[src/rtl/td4_pkg.sv]
// Shared definitions for the TD4 program loader: FSM states, the hold
// instruction fed to the core while parked, and default geometry.
package td4_pkg;

  localparam int TD4_DEPTH  = 16;
  localparam int TD4_ADDR_W = 4;
  localparam int TD4_DATA_W = 8;

  // JMP 0 with no carry condition: keeps the CPU program counter at 0.
  localparam logic [7:0] TD4_HOLD_INSTR = 8'hF0;

  typedef enum logic [1:0] {
    ST_IDLE = 2'd0,
    ST_LOAD = 2'd1,
    ST_RUN  = 2'd2
  } state_t;

endpackage

[src/rtl/td4_prog_loader_if.sv]
// Byte-serial valid/ready load port of the TD4 program loader.
interface td4_prog_loader_if #(
  parameter int DATA_W = 8
);

  logic              wr_valid;
  logic [DATA_W-1:0] wr_data;
  logic              wr_ready;

  modport master (output wr_valid, output wr_data, input  wr_ready);
  modport slave  (input  wr_valid, input  wr_data, output wr_ready);

endinterface

[src/rtl/td4_prog_array.sv]
// DEPTH x DATA_W program register file: one synchronous write port,
// one asynchronous read port, synchronous clear on rst.
module td4_prog_array #(
  parameter int DEPTH  = 16,
  parameter int ADDR_W = 4,
  parameter int DATA_W = 8
) (
  input  logic              clk,
  input  logic              rst,
  input  logic              we,
  input  logic [ADDR_W-1:0] waddr,
  input  logic [DATA_W-1:0] wdata,
  input  logic [ADDR_W-1:0] raddr,
  output logic [DATA_W-1:0] rdata
);

  logic [DATA_W-1:0] mem [DEPTH];

  // NOTE: non-blocking assignments in clocked blocks so every register
  // samples pre-edge values regardless of process ordering.
  // NOTE: the array is deliberately cleared on reset, so a partial load
  // never exposes a stale image; this keeps it in flops rather than a RAM macro.
  always_ff @(posedge clk) begin
    if (rst) begin
      for (int i = 0; i < DEPTH; i++) mem[i] <= '0;
    end else if (we) begin
      mem[waddr] <= wdata;
    end
  end

  // Asynchronous read lets the CPU fetch within its own cycle.
  assign rdata = mem[raddr];

endmodule

[src/rtl/td4_prog_loader.sv]
// TD4 program store and loader: byte-serial load, then serves mem[addr] in RUN.
// Optional image checksum enabled by `define TD4_LOADER_CHECKSUM_EN.
module td4_prog_loader
  import td4_pkg::*;
#(
  parameter int DEPTH  = TD4_DEPTH,
  parameter int ADDR_W = TD4_ADDR_W,
  parameter int DATA_W = TD4_DATA_W
) (
  input  logic               clk,
  input  logic               rst,
  input  logic               load_req,
  input  logic               start,
  td4_prog_loader_if.slave   wr,
  input  logic [ADDR_W-1:0]  addr,
  output logic [DATA_W-1:0]  instr,
  output logic               cpu_run,
  output logic               load_done,
  output logic [7:0]         checksum
);

  localparam logic [ADDR_W-1:0] LAST_PTR = ADDR_W'(DEPTH - 1);

  state_t            state_q, state_d;
  logic [ADDR_W-1:0] ptr_q;
  logic              done_q;
  logic              accept;
  logic              last_byte;
  logic [DATA_W-1:0] rd_data;

  // A byte offered together with load_req is dropped by the restart.
  assign wr.wr_ready = (state_q == ST_LOAD);
  assign accept      = wr.wr_ready && wr.wr_valid && !load_req;
  assign last_byte   = accept && (ptr_q == LAST_PTR);

  // NOTE: next state defaults to the current state before the case, so no
  // path through this block can infer a latch.
  always_comb begin
    state_d = state_q;
    unique case (state_q)
      ST_IDLE: begin
        if (load_req)   state_d = ST_LOAD;
        else if (start) state_d = ST_RUN;
      end
      ST_LOAD: begin
        if (load_req)                state_d = ST_LOAD;
        else if (last_byte || start) state_d = ST_RUN;
      end
      ST_RUN: begin
        if (load_req) state_d = ST_LOAD;
      end
      default: state_d = ST_IDLE;
    endcase
  end

  always_ff @(posedge clk) begin
    if (rst) begin
      state_q <= ST_IDLE;
      ptr_q   <= '0;
      done_q  <= 1'b0;
    end else begin
      state_q <= state_d;
      done_q  <= last_byte;
      if (load_req)    ptr_q <= '0;
      else if (accept) ptr_q <= ptr_q + ADDR_W'(1);
    end
  end

  td4_prog_array #(
    .DEPTH  (DEPTH),
    .ADDR_W (ADDR_W),
    .DATA_W (DATA_W)
  ) u_array (
    .clk   (clk),
    .rst   (rst),
    .we    (accept),
    .waddr (ptr_q),
    .wdata (wr.wr_data),
    .raddr (addr),
    .rdata (rd_data)
  );

  assign cpu_run   = (state_q == ST_RUN);
  assign instr     = cpu_run ? rd_data : DATA_W'(TD4_HOLD_INSTR);
  assign load_done = done_q;

`ifdef TD4_LOADER_CHECKSUM_EN
  logic [7:0] sum_q;

  // Sum restarts on every entry into LOAD and holds through RUN.
  always_ff @(posedge clk) begin
    if (rst)           sum_q <= 8'h00;
    else if (load_req) sum_q <= 8'h00;
    else if (accept)   sum_q <= sum_q + 8'(wr.wr_data);
  end

  assign checksum = sum_q;
`else
  assign checksum = 8'h00;
`endif

endmodule

[src/flat_wrapper.sv]
// flat-port wrapper written by rule: the top's interface ports become plain ports
module td4_prog_loader_flat import td4_pkg::*;
#(
  parameter int DEPTH  = TD4_DEPTH,
  parameter int ADDR_W = TD4_ADDR_W,
  parameter int DATA_W = TD4_DATA_W
)
  (clk, rst, load_req, start, addr, instr, cpu_run, load_done, checksum, wr_wr_valid, wr_wr_data, wr_wr_ready);
  td4_prog_loader_if #(.DATA_W(DATA_W)) wr_i ();
  input  logic clk;
  input  logic rst;
  input  logic load_req;
  input  logic start;
  input  logic [ADDR_W-1:0] addr;
  output logic [DATA_W-1:0] instr;
  output logic cpu_run;
  output logic load_done;
  output logic [7:0] checksum;
  input wire logic [$bits(wr_i.wr_valid)-1:0] wr_wr_valid;
  input wire logic [$bits(wr_i.wr_data)-1:0] wr_wr_data;
  output wire logic [$bits(wr_i.wr_ready)-1:0] wr_wr_ready;
  assign wr_i.wr_valid = wr_wr_valid;
  assign wr_i.wr_data = wr_wr_data;
  assign wr_wr_ready = wr_i.wr_ready;
  td4_prog_loader #(.DEPTH(DEPTH), .ADDR_W(ADDR_W), .DATA_W(DATA_W)) u_core (.clk(clk), .rst(rst), .load_req(load_req), .start(start), .wr(wr_i), .addr(addr), .instr(instr), .cpu_run(cpu_run), .load_done(load_done), .checksum(checksum));
endmodule
[config.mk]
export PLATFORM = sky130hd
export DESIGN_NAME = td4_prog_loader_flat
export DESIGN_NICKNAME = d
export VERILOG_FILES = /design/src/rtl/td4_pkg.sv /design/src/rtl/td4_prog_loader_if.sv /design/src/rtl/td4_prog_array.sv /design/src/rtl/td4_prog_loader.sv /design/src/flat_wrapper.sv
export SDC_FILE = /design/constraint.sdc
export NUM_CORES = 1
export LEC_CHECK = 0
export ABC_AREA = 1
export BUFFER_PORTS_ARGS = -buffer_cell sky130_fd_sc_hd__buf_2
export CAP_MARGIN = 40
export CORE_ASPECT_RATIO = 1.1
export CORE_UTILIZATION = 53
export DETAILED_ROUTE_END_ITERATION = 16
export HOLD_SLACK_MARGIN = 0.06
export MAX_ROUTING_LAYER = met4
export PLACE_DENSITY = 0.77
export SLEW_MARGIN = 40
export SYNTH_ARGS = -nofsm -noshare
export SYNTH_HDL_FRONTEND = slang
export SYNTH_SLANG_ARGS = --single-unit
[constraint.sdc]
create_clock -name clk -period 2 [get_ports clk]
set_input_delay 0.6 -clock clk [delete_from_list [all_inputs] [get_ports clk]]
set_output_delay 0.6 -clock clk [all_outputs]
set_load 0.02 [all_outputs]
* Yosys cells after proc, flatten, opt, wreduce, memory -nomap -nowiden
Memories as Yosys holds them, arrays and structs flattened. Cells that the tools add are included.
Cells by class: reductions and logical operators 9, $add $sub $neg 1, multiplexer cells 15, equality and inequality tests 6
Operators with widths (count):
- 2-to-1 mux 8 bit | 2
- 2-to-1 mux 2 bit | 5
- OR reduction 8 bit | 1
- 2-to-1 mux 1 bit | 6
- != test 3 bit, second input constant | 2
- one-hot mux 2 bit (3 select lines) | 1
- adder 4 x 1 -> 4 bit, second input constant | 1
- equality test 4 bit, second input constant | 1
- 2-to-1 mux 4 bit | 1
- logical AND 1 bit | 3
- AND reduction 3 bit | 1
- equality test 2 x 1 -> 1 bit, second input constant | 1
- equality test 2 bit, second input constant | 1
- logical NOT 2 bit | 1
- != test 2 bit, second input constant | 1
- OR reduction 2 bit | 1
- logical NOT 1 bit | 1
- logical OR 1 bit | 1
Storage, ports and cells: memories 1, register bits after elaboration 7, memory bits (writable) 128, logic and storage cells 35, output and inout port bits 19, bits of input ports 17
Memories:
- u_core.u_array.mem | words 16, width 8, rd ports 1, clocked after memory_dff 0, wr ports 16, RTL line td4_prog_array.sv:17 | logic [DATA_W-1:0] mem [DEPTH];

* Depth between registers and ports, before layout
Gate-level depths: netlist of run 1.
depth after elaboration 8, mapped depth 10, gate-level depth less buffers 7

* Cells and area by module
Synthesis of run 1 repeated with hierarchy kept, for this count alone.
Second synthesis, totals: cell total of the unflattened synthesis 780, area total of the unflattened synthesis 6734.0 um^2
Modules (own cells, without submodules):
- td4_prog_array | area an instance 6244.7 um^2, instances 1, cells each 708, sequential area each 3843.7 um^2
- td4_prog_loader | area an instance 489.2 um^2, instances 1, cells each 72, sequential area each 140.1 um^2

* Least setup slack after synthesis of run 1
Ideal clock, no wire load.
path type input port to output port, start point input port addr[0], end point output port instr[0], arrival time 1.714 ns, stages 10, path slack -0.314 ns, path buffers 3, data required time 1.400 ns, cells stage by stage buf_4 > inv_1 > buf_6 > buf_4 > nand2_1 > nand2_1 > nand2_1 > nand3_1 > nand3_1 > a21oi_1
Between the ends: word-level cells in the longest chain between the ends 2
RTL lines:
- from (decl) | RTL line flat_wrapper.sv:14 | input logic [ADDR_W-1:0] addr;
- memory (16 x 8 bit)
- 2-to-1 mux 8 bit | RTL line td4_prog_loader.sv:84 | assign instr = cpu_run ? rd_data : DATA_W'(TD4_HOLD_INSTR);
- to (decl) | RTL line flat_wrapper.sv:15 | output logic [DATA_W-1:0] instr;
Every way passes these cells.

* Worst setup path after layout of run 1
start point input port addr[0], end point output port instr[7]
The elaborated chain is that of the path after synthesis.

==> metrics, run 1 <==
IO buf count 27; Vias 5,658; DP Area 0.00728 sq mm; RSZ-0062 raised after global routing true; Tmin final 2.36 ns; 1st-iter DRT viols 929; synthesized area 0.00648 sq mm; DRT Pass-1 Iters 8; CP required 1.40 ns; clock-pin slew on the worst setup and hold paths 0.06 ns; Core ar. 0.0117 sq mm; TritonCTS clock tree built; # diodes 0; CP arrival 1.76 ns; clock root cell clkbuf_16; Worst Hold End u_core.state_q[0]; Worst-Skew Late Latency 0.42 ns; Register Area 0.00398 sq mm; worst-path maximum fanout 17; f_max 0.423 GHz; FF-to-FF End u_core.u_array.mem[3][0]; syn_area_per_cell 9.19 sq um; failing checks setup timing; Syn-to-layout area delta 35.4%; Die Area 0.0127 sq mm; fin area 0.00877 sq mm; final hold vios 0; vias per inst 5.95; final setup fails 8; H-tree Lvls 4; Worst setup EP type primary output; fin nets 809; maxcap violations 0; multi-input logic area 0.00244 sq mm; Chip Width 107 microns; Least-Margin Pin Slew 0.563 ns; slack of the critical path -0.365 ns; fraction of layout cells with a size suffix above 1 28.8%; # IOs 36; Reg2Reg Depth 6; Hold Path Origin rst; Reg2Reg Setup Slack 0.21 ns; status finished, violations left; Async SR Flop Fraction 0%; VDD IR max 0.628 mV; Global Route Usage Sum 32.2%; GPL Wtd Cong 0.838; critical path type input pin to primary output; Max-slew headroom 62.3%; clock sinks 135; Slew Limit Fails 0; Worst R2R Start u_core.state_q[0]; Detailed Place HPWL 10,700 microns; Tot Pwr 0.00742 W; Longest Clk Path Bufs 2; Setup Skew 0.0114 ns; PwrDens 845 mW/mm^2; ys flop type edfxtp_1; Post-synth EDFFs 128; die height 118 microns; total wire length 20,000 microns; total CTS buffers 17; post-synth cell types 23; standard-cell row count 41; Residual DRC 0; post-route ant nets 0; first-pass GRT wire length 28,500 microns; sequential fraction of the synthesis area 61.5%; largest net degree at the start of global routing 21; hold crit path type input pin to flop; Filler cells 696; Leak 3.80 nW; CP Launch Type input pin; initial core utilization 55.4%; final core occ 75.0%; worst hold stages 2; #FFs+latches synth 135; Mapped Cells 705; GRT overflow 0; WL per Instance 21.1 microns; initial antenna violation count 0; fin crit share 118%; Ys Warns 0; vias in the first global route 5,474
## worst max-delay path, stage by stage
cell and delay (ns):
buf_16 0.14, buf_16 0.17, nor2_1 0.11, nor2_1 0.04
o21ai_1 0.11, nand3_1 0.21, nand3_2 0.13, nand3_2 0.09
buf_6 0.14
## where the power goes
| part | switching, W | internal, W | total, W |
|---|---|---|---|
| clock network | 0.00119 | 0.00220 | 0.00339 |
| logic | 0.000496 | 0.000316 | 0.000812 |
| registers | 0.0000396 | 0.00318 | 0.00322 |
| total | 0.00172 | 0.00569 | 0.00742 |
## cell type report
cell class	count	share of cell area, %
Sequential cell	135	45.4
Multi-Input combinational cell	469	27.8
Timing Repair Buffer	97	13.9
Clock buffer	18	4.89
Inverter	67	3.31
Clock inverter	14	2.34
Tap cell	150	2.14
Timing Repair inverter	1	0.128
## state kept, by name (all words and copies together), names as in the netlist
signal              flops
u_core.load_done        1
u_core.ptr_q            4
u_core.state_q          2
u_core.u_array.mem    128
## metrics by stage
step                      cells  worst slack, ns  TNS, ns  hold slack [ns]
final                       951           -0.365    -2.21            0.422
after global routing        951           -0.360    -2.43            0.430
after CTS                   944           -0.243    -1.85            0.415
after detailed placement    902           -0.434    -5.08            0.534
after global placement      902           -0.387    -2.92            0.506
after floorplan             712           -0.118   -0.796            0.481
## cell usage in the layout, fill, tap and decap left out, types with 2 or more instances in the layout
cell type   instances
a21oi_1             7
a21oi_4             4
o21ai_1            13
inv_1              62
clkinv_2            3
buf_8               3
buf_12             15
clkbuf_16          23
nor2_1            159
nand3_2            39
nand3_1            28
conb_1              8
buf_16              9
clkinv_1            4
o21ai_0             8
nand2_2            25
nand2_1           131
o211ai_1            8
nand2_4             5
nor2_2             16
buf_4              36
buf_2              17
edfxtp_1          128
o21ai_2             3
buf_6              11
dfxtp_1             7
nand3_4             4
ha_1                4
clkinvlp_4          2
bufinv_16           5
nor2_4              5
## synth_stat cells (2+ instances only)
master | n | area (sq um)
a21oi_1 | 11 | 55.1
buf_1 | 2 | 7.51
buf_2 | 5 | 25.0
buf_4 | 11 | 82.6
clkbuf_1 | 22 | 82.6
clkinv_1 | 3 | 11.3
dfxtp_1 | 7 | 140
edfxtp_1 | 128 | 3840
ha_1 | 4 | 50.1
inv_1 | 63 | 236
nand2_1 | 144 | 541
nand2_2 | 12 | 75.1
nand2_4 | 5 | 56.3
nand3_1 | 71 | 355
nor2_1 | 176 | 661
nor2_4 | 4 | 45.0
o211ai_1 | 8 | 60.1
o21ai_0 | 24 | 120
## layer usage
layer	track usage [%]	wire length (microns)	share of wire, %
met4	21.3	1260	6.3
met3	6.37	1990	9.9
met1	35.7	6640	33
met5	-	0	0
met2	52.4	10100	51
## cells by family after synthesis
kind of cell	count (synthesis)	synth area share, %
adder cells (fa/ha/maj)	4	0.773
flip-flops	135	61.5
AND/OR/NAND/NOR	414	26.9
AO/OA/AOI/OAI	43	3.63
other	1	0.0579
buffers and inverters	108	7.11
## worst max-delay path by stage
| stage | startpoint | end | slack, ns | cells after the start |
|---|---|---|---|---|
| 2_1_floorplan | addr[0] | instr[2] | -0.12 | 10 |
| 3_3_place_gp | addr[0] | instr[3] | -0.39 | 9 |
| 3_5_place_dp | addr[0] | instr[0] | -0.43 | 9 |
| 4_1_cts | addr[1] | instr[4] | -0.24 | 9 |
| 5_1_grt | addr[0] | instr[7] | -0.36 | 9 |
| 6_report | addr[0] | instr[7] | -0.36 | 9 |
## what timing repair did
| action | 4_1_cts | 5_1_grt |
|---|---|---|
| pin swaps | 37 | 26 |
| hold buffers | 0 | 0 |
| resized for setup | 84 | 53 |
| setup endpoints to repair | 8 | 9 |
| setup buffers | 2 | 1 |
| gates cloned | 8 | 7 |
(Power assumes the default switching activity.)
==> inputs of run 2 (changes only) <==
CORE_UTILIZATION = 26   (was 53)
PLACE_DENSITY = 0.46   (was 0.77)
==> metrics, run 2 (same netlist as run 1, synthesis figures left out) <==
largest net degree at the start of global routing 22 (+4.8%); Vias 5,009 (-11%); hold crit path type input pin to flop; Global Route Usage Sum 16.3% (-16 points); critical path depth 9 (unchanged); GRT overflow 0 (unchanged); Filler cells 2,469 (+250%); Tmin final 2.29 ns (-0.0770 ns); Leak 3.74 nW (-1.5%); IO buf count 27 (unchanged); Syn-to-layout area delta 36.2%; CP required 1.40 ns (about the same); Chip Width 152 microns (+42%); Worst setup EP type primary output; total wire length 19,700 microns (-1.6%); max reg flops 128 (unchanged); TritonCTS clock tree built; Slew Limit Fails 0 (unchanged); Worst-Skew Late Latency 0.42 ns (about the same); GPL Wtd Cong 0.822 (-1.9%); post-route ant nets 0 (unchanged); clock sinks 135 (unchanged); first-pass GRT wire length 29,600 microns (+3.9%); cell mode on critical path nand3_1; VDD IR max 0.575 mV (-8.4%); PwrDens 828 mW/mm^2 (-2.0%); DP Area 0.00764 sq mm (+4.9%); CP arrival 1.69 ns (-0.07 ns); commonest non-fill, non-tap cell in the layout nor2_1; clock-pin slew on the worst setup and hold paths 0.06 ns (about the same); worst hold stages 2 (unchanged); Residual DRC 4 (+4); RSZ-0062 raised after global routing true; CP Cell Sequence buf_16 > inv_16 > clkbuf_16 > nand2_1 > nand3_1 > nand3_1 > nand3_2 > a21oi_4 > buf_6; initial antenna violation count 0 (unchanged); status finished, violations left; Max-slew headroom 64.1% (+1.8 points); DRT Pass-1 Iters 13 (+5); fin area 0.00882 sq mm (+0.61%); fin crit share 114% (-3.8 points); hold_buf cts 0 (unchanged); Most flops, register u_core.u_array.mem; fin nets 809 (unchanged); Reg2Reg Depth 7 (+1); final hold vios 0 (unchanged); total CTS buffers 17 (unchanged); max incr delay on CP 0.16 ns (-0.05 ns); f_max 0.437 GHz (+3.4%); maxcap violations 0 (unchanged); die height 168 microns (+42%); top flop regs u_core.u_array.mem (128), u_core.ptr_q (4), u_core.state_q (2); Critical Path Slowest Stage Cell clkbuf_16; Critical path buffers and inverters 4 (+1); failing checks DRC, setup timing; vias per inst 4.51 (-24%); slack of the critical path -0.288 ns (+0.0770 ns); standard-cell row count 60 (+46%); H-tree Lvls 4 (unchanged); Detailed Place HPWL 12,600 microns (+19%); initial core utilization 26.5% (-29 points); WL per Instance 17.7 microns (-16%); Core ar. 0.0245 sq mm (+110%); final core occ 36.1% (-39 points); # IOs 36 (unchanged); # diodes 0 (unchanged); clock root cell clkbuf_16; worst-path maximum fanout 10 (-7); Die Area 0.0255 sq mm (+100%); CP Launch Type input pin; Least-Margin Pin Slew 0.537 ns (-0.0268 ns); critical path type input pin to primary output; most frequent cells in the layout nor2_1, nand2_1, edfxtp_1; fraction of layout cells with a size suffix above 1 26.9% (-2.0 points); final setup fails 8 (unchanged); critical path's top delay family buffers and inverters; 1st-iter DRT viols 395 (-57%); Setup Skew 0.00754 ns (-0.00385 ns); Longest Clk Path Bufs 2 (unchanged); vias in the first global route 4,948 (-9.6%)
## run 2: layout make-up
cell class                 instances  area (sq um)  area share [%]
clock buffer                      18           429            4.86
sequential                       135          3990            45.2
tap                              310           388            4.40
inverter                          67           269            3.05
clock inverter                    13           185            2.10
timing repair buffer              98          1160            13.1
multi-input combinational        469          2410            27.3
## run 2: power by group
part | internal, W | switching, W
logic | 0.000300 | 0.000471
registers | 0.00318 | 0.0000376
clock network | 0.00217 | 0.00115
## run 2: worst register-to-register path, cell delays in order, from the launching register on
cell and delay (ns):
dfxtp_1 0.44, nand3_1 0.16, inv_2 0.12, nand2_1 0.11, nor2_4 0.23, nand2_2 0.09, nand2_1 0.11, buf_12 0.13
## run 2: worst paths after layout
path | startpoint | slack [ns] | endpoint
worst max-delay path | addr[0] | -0.29 | instr[1]
worst min-delay path | rst | 0.43 | u_core.state_q[0]
worst max register to register | u_core.state_q[0] | 0.31 | u_core.u_array.mem[7][0]
worst min register to register | u_core.state_q[1] | 0.51 | u_core.state_q[1]
## run 2: stage by stage
stage          std cells  TNS [ns]  worst slack (ns)  hold slack (ns)  power (W)
6_report            1110     -2.09            -0.288            0.426    0.00731
5_1_grt             1110     -2.66            -0.367            0.428    0.00752
4_1_cts             1108     -2.50            -0.321            0.402    0.00732
3_5_place_dp        1071     -3.79            -0.460            0.513    0.00391
3_3_place_gp        1071     -3.60            -0.471            0.509    0.00391
2_1_floorplan        712    -0.796            -0.118            0.481    0.00361
## run 2: metal layers
metal / part of all wire (%) / routed length [microns] / global-route usage [%]
met5: 0 / 0 / -
met4: 2.8 / 561 / 6.37
met3: 3.0 / 594 / 2.67
met2: 50 / 9760 / 27.0
met1: 45 / 8780 / 19.8
## run 2: timing repair
| action | CTS | global route |
|---|---|---|
| pin swaps | 27 | 24 |
| endpoints found under the hold margin | 0 | 0 |
| resized for setup | 68 | 49 |
| gates cloned | 4 | 3 |
| buffers inserted | 2 | 1 |
| endpoints found under the setup margin | 8 | 9 |
